**config.mk**
```make
export PLATFORM = sky130hd
export DESIGN_NAME = stopwatch_ctrl
export DESIGN_NICKNAME = d
export VERILOG_FILES = /design/src/rtl/stopwatch_pkg.sv /design/src/rtl/tick_gen.sv /design/src/rtl/stopwatch_ctrl.sv
export SDC_FILE = /design/constraint.sdc
export NUM_CORES = 1
export LEC_CHECK = 0
export CORE_AREA = 5 5 42 44
export CTS_CLUSTER_DIAMETER = 80
export DETAILED_ROUTE_END_ITERATION = 6
export DIE_AREA = 0 0 47 49
export PLACE_DENSITY = 0.53
export SYNTH_ARGS = -nofsm -noshare
export SYNTH_HDL_FRONTEND = slang
export SYNTH_SLANG_ARGS = --single-unit
export TNS_END_PERCENT = 1
```
**constraint.sdc**
```tcl
create_clock -name clk -period 1.2 [get_ports clk]
set_input_delay 0.12 -clock clk [delete_from_list [all_inputs] [get_ports clk]]
set_output_delay 0.12 -clock clk [all_outputs]
set_load 0.01 [all_outputs]
```
**src/rtl/stopwatch_pkg.sv**
```systemverilog
// stopwatch_pkg: shared types and defaults for the stopwatch controller.
//   state_e      - controller FSM state, fixed encodings
//   DefPrescale  - default clock cycles per count tick
package stopwatch_pkg;

    typedef enum logic [1:0] {
        StClear = 2'b00,
        StIdle  = 2'b01,
        StRun   = 2'b10,
        StPause = 2'b11
    } state_e;

    localparam int unsigned DefPrescale = 4;

endpackage

```
**src/rtl/tick_gen.sv**
```systemverilog
// tick_gen: prescaler that divides the clock into count ticks.
// Ports:
//   clk     - clock, rising edge
//   i_sclr  - synchronous active-high reset, clears the prescaler
//   i_en    - advance the prescaler this cycle
//   i_hold  - keep the current value when not advancing; with neither
//             i_en nor i_hold the prescaler returns to 0
//   o_tick  - high in the cycle the prescaler is at its last value and enabled
module tick_gen
    import stopwatch_pkg::*;
#(
    parameter int unsigned PRESCALE = DefPrescale
) (
    input  logic clk,
    input  logic i_sclr,
    input  logic i_en,
    input  logic i_hold,
    output logic o_tick
);

    localparam int unsigned PreW = (PRESCALE > 1) ? $clog2(PRESCALE) : 1;
    localparam logic [PreW-1:0] PreLast = PreW'(PRESCALE - 1);

    logic [PreW-1:0] pre_q, pre_d;

    always_comb begin
        pre_d = '0;
        if (i_en) begin
            pre_d = (pre_q == PreLast) ? '0 : pre_q + PreW'(1);
        end else if (i_hold) begin
            pre_d = pre_q;
        end
    end

    always_ff @(posedge clk) begin
        if (i_sclr) begin
            pre_q <= '0;
        end else begin
            pre_q <= pre_d;
        end
    end

    assign o_tick = i_en && (pre_q == PreLast);

endmodule

```
**src/rtl/stopwatch_ctrl.sv**
```systemverilog
// stopwatch_ctrl: run/pause/clear controller for a two-digit counter cascade.
// Optional feature macro: STOPWATCH_LAP_EN (adds i_lap / o_lap_hold).
// Ports:
//   clk        - clock, rising edge
//   i_sclr     - synchronous active-high reset
//   i_start    - one-cycle pulse, toggles run/pause (starts from idle)
//   i_clr      - one-cycle pulse, clears both counters; beats i_start
//   i_cnt_lo   - current value of the low counter
//   o_en_lo    - registered enable pulse to the low counter
//   o_en_hi    - registered enable pulse to the high counter (carry)
//   o_sclr_lo  - registered synchronous clear to the low counter
//   o_sclr_hi  - registered synchronous clear to the high counter
//   o_running  - registered, high while running
//   i_lap      - (STOPWATCH_LAP_EN) toggle the lap hold while running/paused
//   o_lap_hold - (STOPWATCH_LAP_EN) registered lap hold flag
module stopwatch_ctrl
    import stopwatch_pkg::*;
#(
    parameter int unsigned      WIDTH    = 3,
    parameter logic [WIDTH-1:0] ULIMIT   = 3'b110,
    parameter int unsigned      PRESCALE = DefPrescale
) (
    input  logic             clk,
    input  logic             i_sclr,
    input  logic             i_start,
    input  logic             i_clr,
    input  logic [WIDTH-1:0] i_cnt_lo,
    output logic             o_en_lo,
    output logic             o_en_hi,
    output logic             o_sclr_lo,
    output logic             o_sclr_hi,
    output logic             o_running
`ifdef STOPWATCH_LAP_EN
    ,
    input  logic             i_lap,
    output logic             o_lap_hold
`endif
);

    state_e st_q, st_d;
    logic   tick, carry;
    logic   en_lo_q, en_lo_d, en_hi_q, en_hi_d;
    logic   sclr_lo_q, sclr_lo_d, sclr_hi_q, sclr_hi_d;
    logic   running_q, running_d;

    always_comb begin
        st_d = st_q;
        unique case (st_q)
            StClear: st_d = StIdle;
            StIdle: begin
                if (i_clr) st_d = StClear;
                else if (i_start) st_d = StRun;
            end
            StRun: begin
                if (i_clr) st_d = StClear;
                else if (i_start) st_d = StPause;
            end
            StPause: begin
                if (i_clr) st_d = StClear;
                else if (i_start) st_d = StRun;
            end
            default: st_d = StClear;
        endcase
    end

    always_ff @(posedge clk) begin
        if (i_sclr) begin
            st_q <= StClear;
        end else begin
            st_q <= st_d;
        end
    end

    // The prescaler freezes (rather than wraps) in a cycle carrying a button
    // pulse, so a suppressed tick is not lost; it keeps its partial period
    // while paused and returns to 0 in CLEAR/IDLE.
    tick_gen #(
        .PRESCALE (PRESCALE)
    ) u_tick_gen (
        .clk    (clk),
        .i_sclr (i_sclr),
        .i_en   ((st_q == StRun) && !i_start && !i_clr),
        .i_hold ((st_q == StRun) || (st_q == StPause)),
        .o_tick (tick)
    );

    // Carry clears the low digit instead of enabling it, so it wraps at ULIMIT.
    assign carry = tick && (i_cnt_lo == ULIMIT);

    always_comb begin
        en_lo_d   = tick && !carry;
        en_hi_d   = carry;
        sclr_lo_d = (st_q == StClear) || carry;
        sclr_hi_d = (st_q == StClear);
        running_d = (st_q == StRun);
    end

    always_ff @(posedge clk) begin
        if (i_sclr) begin
            en_lo_q   <= 1'b0;
            en_hi_q   <= 1'b0;
            sclr_lo_q <= 1'b0;
            sclr_hi_q <= 1'b0;
            running_q <= 1'b0;
        end else begin
            en_lo_q   <= en_lo_d;
            en_hi_q   <= en_hi_d;
            sclr_lo_q <= sclr_lo_d;
            sclr_hi_q <= sclr_hi_d;
            running_q <= running_d;
        end
    end

    assign o_en_lo   = en_lo_q;
    assign o_en_hi   = en_hi_q;
    assign o_sclr_lo = sclr_lo_q;
    assign o_sclr_hi = sclr_hi_q;
    assign o_running = running_q;

`ifdef STOPWATCH_LAP_EN
    logic lap_q, lap_d;

    always_comb begin
        lap_d = lap_q;
        if ((st_q == StClear) || (st_q == StIdle)) begin
            lap_d = 1'b0;
        end else if (i_lap) begin
            lap_d = !lap_q;
        end
    end

    always_ff @(posedge clk) begin
        if (i_sclr) begin
            lap_q <= 1'b0;
        end else begin
            lap_q <= lap_d;
        end
    end

    assign o_lap_hold = lap_q;
`endif

endmodule

```
==> results.py <==
metrics = {
    "min_path": {
        "min_path_type": "in2reg",
        "min_from": "i_cnt_lo[1]",
        "hold_depth": 3,
        "holdPathEnd": "o_en_hi",
    },
    "floorplan": {
        "die-area_um2": 2303,
        "io_pins": 12,
        "die_w_um": 47,
        "design.core.area_um2": 1401,
        "fp.dieH_um": 49,
        "initial_core_util_pct": 23.57,
        "fp-row-count": 14,
    },
    "logic_synthesis": {
        "netlist_area_um2": 330.3,
        "syn_avg_cell_area_um2": 9.715,
        "netlist_instances": 34,
        "synth_cell_types": 14,
        "syn_nets": 42,
        "synth-seq-cells": 9,
        "synth_warnings": 0,
        "ys_seq_area_share_pct": 54.55,
    },
    "run": {
        "drv_cap": 0,
    },
    "timing": {
        "final-max-slew-violation-count": 0,
        "setup_viol": 0,
        "min_period_ns": 1.020,
        "finalHoldViolCount": 0,
        "clock-skew-final_ns": 0.0002810,
        "max_freq_ghz": 0.9805,
        "rsz0062_at_grt": "false",
        "tightest_slew_ns": 0.2363,
        "setup_tns_ns": 0,
        "maxSlewHeadroom_pct": 84.23,
        "min_period_over_period_pct": 84.99,
    },
    "power_and_ir_drop": {
        "total_power_uw": 604.9,
        "pwr-share-comb_pct": 10.7,
        "leakage_nw": 0.2152,
        "seqPwrFrac_pct": 52.6,
        "cellInternalPower_uw": 476.6,
        "power.share.clock_pct": 36.8,
        "ir_drop_v": 0.0004468,
        "power_switching_share_pct": 21.22,
        "power_density_nw_per_um2": 1240,
        "power.switching_uw": 128.3,
    },
    "worst_setup_path": {
        "crit_path_cell_trace": "nor3_2 -> mux2i_1 -> nor2_1",
        "critPathKind": "reg2reg",
        "arrival_ns": 1.17,
        "end_kind": "flip-flop",
        "path_buf_inv": 0,
        "cp_top_family": "flip-flops",
        "cp_slowest_stage_delay_ns": 0.37,
        "cp_slowest_cell": "dfxtp_1",
        "r2r_end": "u_tick_gen.pre_q[1]",
        "ff2ff_setup_slack_ns": 0.18,
        "path_max_fanout": 7,
        "rr_worst_depth": 3,
        "timing.rr.start": "st_q[0]",
        "crit_required_ns": 1.35,
        "cp-start-kind": "flip-flop",
    },
    "clock_network": {
        "ctsHtreeMaxLevel": 1,
        "insertion_delay_ns": 0.25,
        "postCtsSetupBuffers": 0,
        "path_clk_slew_ns": 0.06,
        "clock_sinks": 9,
        "cts_buffer_depth": 2,
        "cts_resized": 5,
        "cts-buffers-inserted": 3,
        "cts_tree": "done",
        "root_buffer": "clkbuf_4",
        "cts_hold_buf": 0,
    },
    "drt": {
        "first_pass_iters": 2,
        "drtIter0Drc": 3,
        "vias": 269,
        "wl_per_cell_um": 8.970,
        "vias_per_cell": 4.076,
        "drc_errors": 0,
        "ant_nets": 0,
        "wl_um": 592,
    },
    "placement": {
        "dp_hpwl_um": 473.4,
        "gp_congestion": 0.6928,
        "placed_area_um2": 467.9,
        "dpl.cell_count": 62,
        "io_buffers": 11,
    },
    "cells_and_area": {
        "stdcell_area_um2": 488.0,
        "mostFrequentLayoutCells": "9 x dfxtp_1, 8 x nor2_1, 6 x clkdlybuf4s50_1, 5 x dlygate4sd2_1, 3 x clkbuf_4",
        "drive_gt1_share_pct": 14.00,
        "area_growth_pct": 47.73,
        "fin_cells": 66,
        "fin_nets": 59,
        "final_common_cell": "dfxtp_1",
        "diodes": 0,
        "fillers": 160,
    },
    "global_routing": {
        "gr-total-overflow": 0,
        "grt_pass1_vias": 253,
        "grt_max_degree": 8,
        "grtUsageTotal_pct": 6.276,
        "grt_pass1_wl_um": 979,
        "antenna_found_initial": 0,
    },
    "status": {
        "status": "finished, final reports clean",
    },
}
==> kinds of logic (layout without fill, tap and decap cells) <==
group                      count (synthesis)  after routing  synth area share (%)
AOI/OAI and AO/OA                          4              4                 9.470
adders and majority gates                  1              1                 3.787
buffers and inverters                      1             17                 1.135
DFF                                        9              9                 54.54
muxes                                      2              2                 6.061
and+or+nand+nor                           17             17                 25.00
==> area by class of cell <==
type | instances | area (um^2) | area share, %
Sequential cell | 9 | 180.2 | 36.92
Inverter | 1 | 3.754 | 0.7692
Multi-Input combinational cell | 24 | 146.4 | 30.00
Timing Repair Buffer | 12 | 111.4 | 22.82
Tap cell | 16 | 20.02 | 4.103
Clock buffer | 4 | 26.28 | 5.385
==> worst reg2reg max path: cells and delay by family (launching register included) <==
kind          cells  cell delay, ns
flops             1            0.37
simple gates      2            0.32
mux               1            0.22
==> power groups by stage <==
| stage | registers (mW) | logic, mW | clock network [mW] |
|---|---|---|---|
| finish | 0.318 | 0.0646 | 0.222 |
| global route | 0.320 | 0.0708 | 0.256 |
| CTS | 0.318 | 0.0653 | 0.240 |
| detailed placement | 0.325 | 0.0695 | 0 |
| global placement | 0.325 | 0.0703 | 0 |
| floorplan | 0.326 | 0.0247 | 0 |
==> synth_stat cells <==
master    instances  area share, %
mux2i_1           2            6.1
inv_1             1            1.1
nor3_2            1            3.0
nand4_1           1            1.9
o31ai_2           1            3.8
nor3_1            2            3.0
nor2_1            8            9.1
dfxtp_1           9             55
a21oi_1           2            3.0
a21o_2            1            2.7
nand2_1           2            2.3
or3_1             1            1.9
ha_1              1            3.8
nand2b_1          2            3.8
==> per-stage QoR <==
stage | hold WS (ns) | worst slack, ns | util [%]
2_1_floorplan | 0.1891 | 0.2602 | -
3_3_place_gp | 0.4872 | -0.08989 | 33.39
3_5_place_dp | 0.5095 | -0.08594 | 33.39
4_1_cts | 0.4646 | 0.1658 | 34.82
5_1_grt | 0.4771 | 0.09221 | 34.82
6_report | 0.4776 | 0.1801 | 34.82
==> layer usage <==
layer  part of all wire (%)  vias to the layer above  GRT usage (%)
li1                       -                      146              -
met1                     45                      115          7.285
met2                     41                        8          7.014
met3                     14                        0          4.797
met4                      0                        0          5.530
met5                      0                        -              0
==> registers in the layout, indices dropped and copies added, names as in the netlist <==
name / count
o_sclr_hi: 1
o_en_lo: 1
o_en_hi: 1
u_tick_gen.pre_q: 2
o_running: 1
st_q: 2
o_sclr_lo: 1
==> worst max path at each step <==
| stage | start | endpoint | slack, ns | cells past startpoint |
|---|---|---|---|---|
| 2_1_floorplan | st_q[0] | u_tick_gen.pre_q[0] | 0.26 | 3 |
| 3_3_place_gp | i_clr | o_sclr_lo | -0.09 | 4 |
| 3_5_place_dp | i_clr | o_sclr_lo | -0.09 | 4 |
| 4_1_cts | st_q[0] | u_tick_gen.pre_q[1] | 0.17 | 3 |
| 5_1_grt | u_tick_gen.pre_q[0] | o_sclr_lo | 0.09 | 3 |
| 6_report | st_q[0] | u_tick_gen.pre_q[1] | 0.18 | 3 |
Power figures use the tool's default switching activity.
